[config.mk]
export PLATFORM = sky130hd
export DESIGN_NAME = rf_read_port_flat
export DESIGN_NICKNAME = d
export VERILOG_FILES = /design/src/rtl/rf_read_port_if.sv /design/src/rtl/rf_read_port.sv /design/src/flat_wrapper.sv
export SDC_FILE = /design/constraint.sdc
export NUM_CORES = 1
export LEC_CHECK = 0
export CORE_MARGIN = 3
export CORE_UTILIZATION = 55
export CTS_BUF_LIST = sky130_fd_sc_hd__clkbuf_4 sky130_fd_sc_hd__clkbuf_8
export DETAILED_ROUTE_END_ITERATION = 7
export PLACE_DENSITY_LB_ADDON = 0.08
export SKIP_CTS_REPAIR_TIMING = 1
export SYNTH_ARGS = -nofsm -noshare
export SYNTH_HDL_FRONTEND = slang
export SYNTH_SLANG_ARGS = --single-unit
export TNS_END_PERCENT = 10
[constraint.sdc]
create_clock -name clk -period 5.7 [get_ports clk]
set_input_delay 1.14 -clock clk [delete_from_list [all_inputs] [get_ports clk]]
set_output_delay 1.14 -clock clk [all_outputs]
set_load 0.05 [all_outputs]
[src/rtl/rf_read_port_if.sv]
// rf_read_port_if -- operand read request and registered output handshake
// of the register-file read port.
//
// Handshake rules, both channels:
//   * A request transfers on a cycle where rd_req && rd_ready. rd_ready is
//     combinational and may depend on rd_req's channel state, never on rd_req.
//   * An output word transfers on a cycle where out_valid && out_ready.
//     While out_valid && !out_ready, out_data_a/out_data_b/out_tag are held.
//
// Signals:
//   rd_req      requester -> port   operand read request
//   rd_ready    port -> requester   request accepted this cycle when high
//   rd_addr_a   requester -> port   operand A register address
//   rd_addr_b   requester -> port   operand B register address
//   out_valid   port -> consumer    output stage holds valid data
//   out_ready   consumer -> port    consumer takes the output word
//   out_data_a  port -> consumer    operand A or dump word
//   out_data_b  port -> consumer    operand B (0 during a dump)
//   out_tag     port -> consumer    register address of out_data_a
//
// Modports: master = requester/consumer side, slave = the read port.
interface rf_read_port_if #(
  parameter int W  = 16,
  parameter int AW = 3
);
  logic          rd_req;
  logic          rd_ready;
  logic [AW-1:0] rd_addr_a;
  logic [AW-1:0] rd_addr_b;
  logic          out_valid;
  logic          out_ready;
  logic [W-1:0]  out_data_a;
  logic [W-1:0]  out_data_b;
  logic [AW-1:0] out_tag;

  modport master (
    output rd_req, rd_addr_a, rd_addr_b, out_ready,
    input  rd_ready, out_valid, out_data_a, out_data_b, out_tag
  );

  modport slave (
    input  rd_req, rd_addr_a, rd_addr_b, out_ready,
    output rd_ready, out_valid, out_data_a, out_data_b, out_tag
  );
endinterface

[src/rtl/rf_read_port.sv]
// rf_read_port -- read side of the register file.
//
// Returns two operands per accepted request through one registered output
// stage (1-cycle latency), forwards a same-cycle snooped write (bypass), and
// has a dump FSM (IDLE -> DUMP -> DRAIN) that streams all NREG registers out
// in address order through the same output stage.
//
// Ports:
//   clk, rst_n   clock, asynchronous active-low reset
//   rf_q         flattened register contents, register i at [i*W +: W]
//   wr_en/wr_addr/wr_data  write-port snoop used for the bypass
//   dump_start   single-cycle pulse starting a full dump (IDLE only)
//   dump_busy    high while the dump FSM is not IDLE
//   dbg_state    current dump FSM state (debug)
//   bus          rf_read_port_if slave: read request + output handshake
//
// Build option: define RF_READ_R0_ZERO_EN to make register 0 always read 0
// (operands and dump, bypass included).
module rf_read_port #(
  parameter int W    = 16,
  parameter int NREG = 8,
  parameter int AW   = 3
) (
  input  logic            clk,
  input  logic            rst_n,
  input  logic [NREG*W-1:0] rf_q,
  input  logic            wr_en,
  input  logic [AW-1:0]   wr_addr,
  input  logic [W-1:0]    wr_data,
  input  logic            dump_start,
  output logic            dump_busy,
  output logic [1:0]      dbg_state,
  rf_read_port_if.slave   bus
);

  typedef enum logic [1:0] {
    S_IDLE  = 2'd0,
    S_DUMP  = 2'd1,
    S_DRAIN = 2'd2
  } state_t;

  state_t        state, state_nxt;
  logic [AW-1:0] cnt, cnt_nxt;
  logic          dump_load;
  logic          slot_free;
  logic          accept;

  logic          out_valid_q;
  logic [W-1:0]  out_a_q, out_b_q;
  logic [AW-1:0] out_tag_q;

  // Read value of every address, bypass applied. Addresses >= NREG stay 0.
  logic [W-1:0]  val [2**AW];

  always_comb begin
    for (int i = 0; i < 2**AW; i++) val[i] = '0;
    for (int i = 0; i < NREG; i++) begin
      if (wr_en && wr_addr == AW'(i)) val[i] = wr_data;
      else                            val[i] = rf_q[i*W +: W];
    end
`ifdef RF_READ_R0_ZERO_EN
    val[0] = '0;
`endif
  end

  assign slot_free    = !out_valid_q || bus.out_ready;
  // dump_start wins over a same-cycle read request.
  assign bus.rd_ready = slot_free && (state == S_IDLE) && !dump_start;
  assign accept       = bus.rd_req && bus.rd_ready;

  // Dump FSM: state register
  always_ff @(posedge clk or negedge rst_n) begin
    if (!rst_n) begin
      state <= S_IDLE;
      cnt   <= '0;
    end else begin
      state <= state_nxt;
      cnt   <= cnt_nxt;
    end
  end

  // Dump FSM: next state and load strobe
  always_comb begin
    state_nxt = state;
    cnt_nxt   = cnt;
    dump_load = 1'b0;
    case (state)
      S_IDLE: begin
        if (dump_start) begin
          state_nxt = S_DUMP;
          cnt_nxt   = '0;
        end
      end
      S_DUMP: begin
        if (slot_free) begin
          dump_load = 1'b1;
          cnt_nxt   = cnt + AW'(1);
          if (cnt == AW'(NREG-1)) state_nxt = S_DRAIN;
        end
      end
      S_DRAIN: begin
        // Last word consumed (or never pending): back to idle.
        if (slot_free) state_nxt = S_IDLE;
      end
      default: state_nxt = S_IDLE;
    endcase
  end

  // Output stage: captures a snapshot; held while valid && !ready.
  always_ff @(posedge clk or negedge rst_n) begin
    if (!rst_n) begin
      out_valid_q <= 1'b0;
      out_a_q     <= '0;
      out_b_q     <= '0;
      out_tag_q   <= '0;
    end else if (accept) begin
      out_valid_q <= 1'b1;
      out_a_q     <= val[bus.rd_addr_a];
      out_b_q     <= val[bus.rd_addr_b];
      out_tag_q   <= bus.rd_addr_a;
    end else if (dump_load) begin
      out_valid_q <= 1'b1;
      out_a_q     <= val[cnt];
      out_b_q     <= '0;
      out_tag_q   <= cnt;
    end else if (bus.out_ready) begin
      out_valid_q <= 1'b0;
    end
  end

  assign bus.out_valid  = out_valid_q;
  assign bus.out_data_a = out_a_q;
  assign bus.out_data_b = out_b_q;
  assign bus.out_tag    = out_tag_q;
  assign dump_busy      = (state != S_IDLE);
  assign dbg_state      = state;

endmodule

[src/flat_wrapper.sv]
// flat-port wrapper written by rule: the top's interface ports become plain ports
module rf_read_port_flat 
#(
  parameter int W    = 16,
  parameter int NREG = 8,
  parameter int AW   = 3
)
  (clk, rst_n, rf_q, wr_en, wr_addr, wr_data, dump_start, dump_busy, dbg_state, bus_rd_req, bus_rd_addr_a, bus_rd_addr_b, bus_out_ready, bus_rd_ready, bus_out_valid, bus_out_data_a, bus_out_data_b, bus_out_tag);
  rf_read_port_if #(.W(W), .AW(AW)) bus_i ();
  input  logic clk;
  input  logic rst_n;
  input  logic [NREG*W-1:0] rf_q;
  input  logic wr_en;
  input  logic [AW-1:0] wr_addr;
  input  logic [W-1:0] wr_data;
  input  logic dump_start;
  output logic dump_busy;
  output logic [1:0] dbg_state;
  input wire logic [$bits(bus_i.rd_req)-1:0] bus_rd_req;
  input wire logic [$bits(bus_i.rd_addr_a)-1:0] bus_rd_addr_a;
  input wire logic [$bits(bus_i.rd_addr_b)-1:0] bus_rd_addr_b;
  input wire logic [$bits(bus_i.out_ready)-1:0] bus_out_ready;
  output wire logic [$bits(bus_i.rd_ready)-1:0] bus_rd_ready;
  output wire logic [$bits(bus_i.out_valid)-1:0] bus_out_valid;
  output wire logic [$bits(bus_i.out_data_a)-1:0] bus_out_data_a;
  output wire logic [$bits(bus_i.out_data_b)-1:0] bus_out_data_b;
  output wire logic [$bits(bus_i.out_tag)-1:0] bus_out_tag;
  assign bus_i.rd_req = bus_rd_req;
  assign bus_i.rd_addr_a = bus_rd_addr_a;
  assign bus_i.rd_addr_b = bus_rd_addr_b;
  assign bus_i.out_ready = bus_out_ready;
  assign bus_rd_ready = bus_i.rd_ready;
  assign bus_out_valid = bus_i.out_valid;
  assign bus_out_data_a = bus_i.out_data_a;
  assign bus_out_data_b = bus_i.out_data_b;
  assign bus_out_tag = bus_i.out_tag;
  rf_read_port #(.W(W), .NREG(NREG), .AW(AW)) u_core (.clk(clk), .rst_n(rst_n), .rf_q(rf_q), .wr_en(wr_en), .wr_addr(wr_addr), .wr_data(wr_data), .dump_start(dump_start), .dump_busy(dump_busy), .dbg_state(dbg_state), .bus(bus_i));
endmodule
==> flow_metrics.env <==
export IMPL_status="finished, final reports clean"
export IMPL_layout_nets=1239
export IMPL_vias=9803
export IMPL_first_iter_violations=2236
export IMPL_syn_to_final_growth_pct=29.5
export IMPL_synth_area_per_cell_um2=7.65
export IMPL_start_kind="input pin"
export IMPL_cts_buffers_inserted=5
export IMPL_start_util_pct=56.8
export IMPL_io_pins=199
export IMPL_internal_power_uw=1270
export IMPL_rsz0062_at_grt="no"
export IMPL_fin_tns_setup_ns=0
export IMPL_p_sw_share_pct=56.2
export IMPL_tightest_slew_ns=1.11
export IMPL_slew_headroom_pct=26.0
export IMPL_insertedDiodeCount=0
export IMPL_cts_root_buf="clkbuf_8"
export IMPL_die_area_um2=14500
export IMPL_antenna_found_initial=0
export IMPL_path_cells="clkdlybuf4s50_1 > buf_4 > nor4bb_4 > buf_4 > mux2i_1 > o22ai_1 > or4_1 > o21ai_1 > a31oi_1"
export IMPL_dpl_hpwl_um=24600
export IMPL_fmax_mhz=247
export IMPL_hold_viol=0
export IMPL_combPwrFrac_pct=72.5
export IMPL_endpoint_kind="flop"
export IMPL_crit_fanout=19
export IMPL_hold_class="flop to flop"
export IMPL_drv_cap=0
export IMPL_cts_tree="built"
export IMPL_synth_cell_types=82
export IMPL_grt_max_degree=42
export IMPL_netlist_instances=944
export IMPL_synth_edf_count=0
export IMPL_synth_warnings=0
export IMPL_final_antenna_net_count=0
export IMPL_std_cell_rows=41
export IMPL_grt_pass1_wl_um=52400
export IMPL_worstSkewPairLatency_ns=0.35
export IMPL_grt_remaining_overflow=0
export IMPL_drc=0
export IMPL_p_clk_share_pct=8.7
export IMPL_syn_area_um2=7220
export IMPL_vias_per_cell=7.84
export IMPL_die_x_um=121
export IMPL_clockBufferDepth=2
export IMPL_skew_ns=0.0281
export IMPL_power_frac_seq_pct=18.8
export IMPL_wl_per_cell_um=28.4
export IMPL_cp_required_ns=5.92
export IMPL_critPathSlowestCell="clkdlybuf4s50_1"
export IMPL_fin_area_um2=9350
export IMPL_first_global_vias=9150
export IMPL_drive_gt1_share_pct=9.27
export IMPL_multi_input_area_um2=5700
export IMPL_htreeDepth=2
export IMPL_setup_viol=0
export IMPL_p_leak_uw=0.00379
export IMPL_first_pass_iters=8
export IMPL_die_h_um=121
export IMPL_grt_use_total_pct=46.4
export IMPL_synthArstFlopShare_pct=100
export IMPL_ir_worst_vdd_uv=235
export IMPL_p_per_area_nw_per_um2=309
export IMPL_fin_crit_sh_pct=71.0
export IMPL_seq_area_um2=1030
export IMPL_wl_um=35500
export IMPL_critPathTopFamily="buffers and inverters"
export IMPL_syn_nets=1105
export IMPL_cts_sinks=41
export IMPL_ys_ff_latch=41
export IMPL_slowest_delay_ns=0.72
export IMPL_core_area_um2=12700
export IMPL_cp_common_cell="buf_4"
export IMPL_portBuffers=198
export IMPL_post_route_min_period_ns=4.05
export IMPL_r2r_slack_ns=2.80
export IMPL_clk_pin_slew_ns=0.11
export IMPL_fillCellCount=1045
export IMPL_slew_violations=0
export IMPL_p_switching_uw=1620
export IMPL_ys_flop_type="dfrtp_1"
export IMPL_critPathKind="input pin to flop"
export IMPL_post_dp_cell_area_um2=9260
export IMPL_arrival_ns=4.27
export IMPL_critPathBufInv=3
export IMPL_gp_congestion=1.07
export IMPL_synth_seq_area_share_pct=14.2
per-layer routing:
layer | GRT usage [%] | share of wire, % | wire (um) | vias up
li1 | - | - | - | 3959
met1 | 58.9 | 35 | 12300 | 4425
met2 | 67.7 | 40 | 14300 | 1101
met3 | 17.8 | 17 | 6060 | 318
met4 | 25.6 | 8.0 | 2830 | 0
met5 | 0 | 0 | 0 | -
path summary, 6_finish.rpt:
kind                       cells after the start                startpoint                       end
max in group asynchronous                      2                     rst_n             u_core.cnt[1]
setup reg to reg                               7       u_core.dbg_state[0]  u_core.bus.out_data_a[2]
setup / recovery                               9                wr_addr[1]  u_core.bus.out_data_a[0]
min in group asynchronous                      2                     rst_n  u_core.bus.out_data_a[1]
hold reg to reg                                1  u_core.bus.out_data_b[3]  u_core.bus.out_data_b[3]
hold / removal                                 1  u_core.bus.out_data_b[3]  u_core.bus.out_data_b[3]
state kept, by name (all words and copies together) (netlist names):
signal / count
u_core.bus.out_data_b: 16
u_core.dbg_state: 2
u_core.bus.out_valid: 1
u_core.cnt: 3
u_core.bus.out_tag: 3
u_core.bus.out_data_a: 16
layout make-up:
| cell class | instances | area share [%] |
|---|---|---|
| clock buffers | 6 | 0.883 |
| clock inverters | 2 | 0.147 |
| inverters | 17 | 0.682 |
| multi-input cells | 780 | 61.0 |
| flip-flops and latches | 41 | 11.0 |
| well taps | 172 | 2.30 |
| repair buffers | 233 | 24.0 |
stage by stage:
stage	std cells	total power (uW)	hold WS, ns	setup WS, ns	util, %
after floorplan	944	1830	0.643	2.17	-
after global placement	1243	2510	0.458	1.44	72.8
after detailed placement	1243	2540	0.466	1.42	72.8
after CTS	1251	2780	0.489	1.70	73.5
after global routing	1251	2960	0.508	1.57	73.5
final	1251	2890	0.486	1.65	73.5
synthesized netlist by cell type (all sizes together) (5+ instances only):
cell | instances | area [um^2]
a2111oi | 7 | 61.3
o21ai | 48 | 240
o31ai | 7 | 52.6
o32ai | 7 | 61.3
mux2i | 114 | 1140
nor2 | 85 | 319
dfrtp | 41 | 1030
a31oi | 30 | 188
a22oi | 11 | 82.6
a22o | 9 | 78.8
nand4 | 7 | 58.8
nand4b | 6 | 73.8
or3 | 13 | 81.3
inv | 16 | 60.1
o211ai | 7 | 52.6
a21oi | 37 | 185
mux2 | 11 | 124
a32oi | 8 | 70.1
or2 | 5 | 31.3
nor4 | 9 | 71.3
and3 | 5 | 31.3
nand3b | 11 | 82.6
o22ai | 68 | 425
mux4 | 25 | 563
nor2b | 16 | 100
nand2b | 14 | 87.6
nand2 | 60 | 225
buf | 38 | 213
nand3 | 29 | 145
clkbuf | 68 | 255
nor3 | 28 | 145
a211oi | 27 | 203
a311oi | 6 | 52.6
a21o | 10 | 75.1
cells by family (layout without fill, tap and decap cells):
family | after synthesis | after routing | share of synthesized area (%)
xor gates and xnor gates | 6 | 6 | 0.728
DFF | 41 | 41 | 14.2
adders and majority gates | 2 | 2 | 0.347
and+or+nand+nor | 308 | 308 | 22.8
AOI/OAI and AO/OA | 314 | 314 | 29.2
buffers and inverters | 123 | 258 | 7.36
muxes | 150 | 150 | 25.3
power groups by stage:
stage          sequential, uW  clock, uW  combinational, uW
6_report                  544        251               2100
5_1_grt                   550        253               2160
4_1_cts                   532        240               2010
2_1_floorplan             759          0               1070
3_5_place_dp              538          0               2000
3_3_place_gp              535          0               1980
cell usage in the layout (no fill, tap or decap), types with 8 or more instances in the layout:
cell,count
nand3_1,29
clkdlybuf4s50_1,196
nor2b_1,16
nand2_1,60
mux2i_1,114
a21o_1,10
inv_1,14
nor3_1,27
nand3b_1,11
a22o_1,9
a31oi_1,30
o21ai_0,38
a21oi_1,37
a32oi_1,8
nand2b_1,14
o22ai_1,68
a22oi_1,11
dfrtp_1,40
mux4_2,25
o21ai_1,9
a211oi_1,27
nor2_1,85
buf_4,34
or3_1,13
mux2_2,10
(Power assumes the default switching activity.)
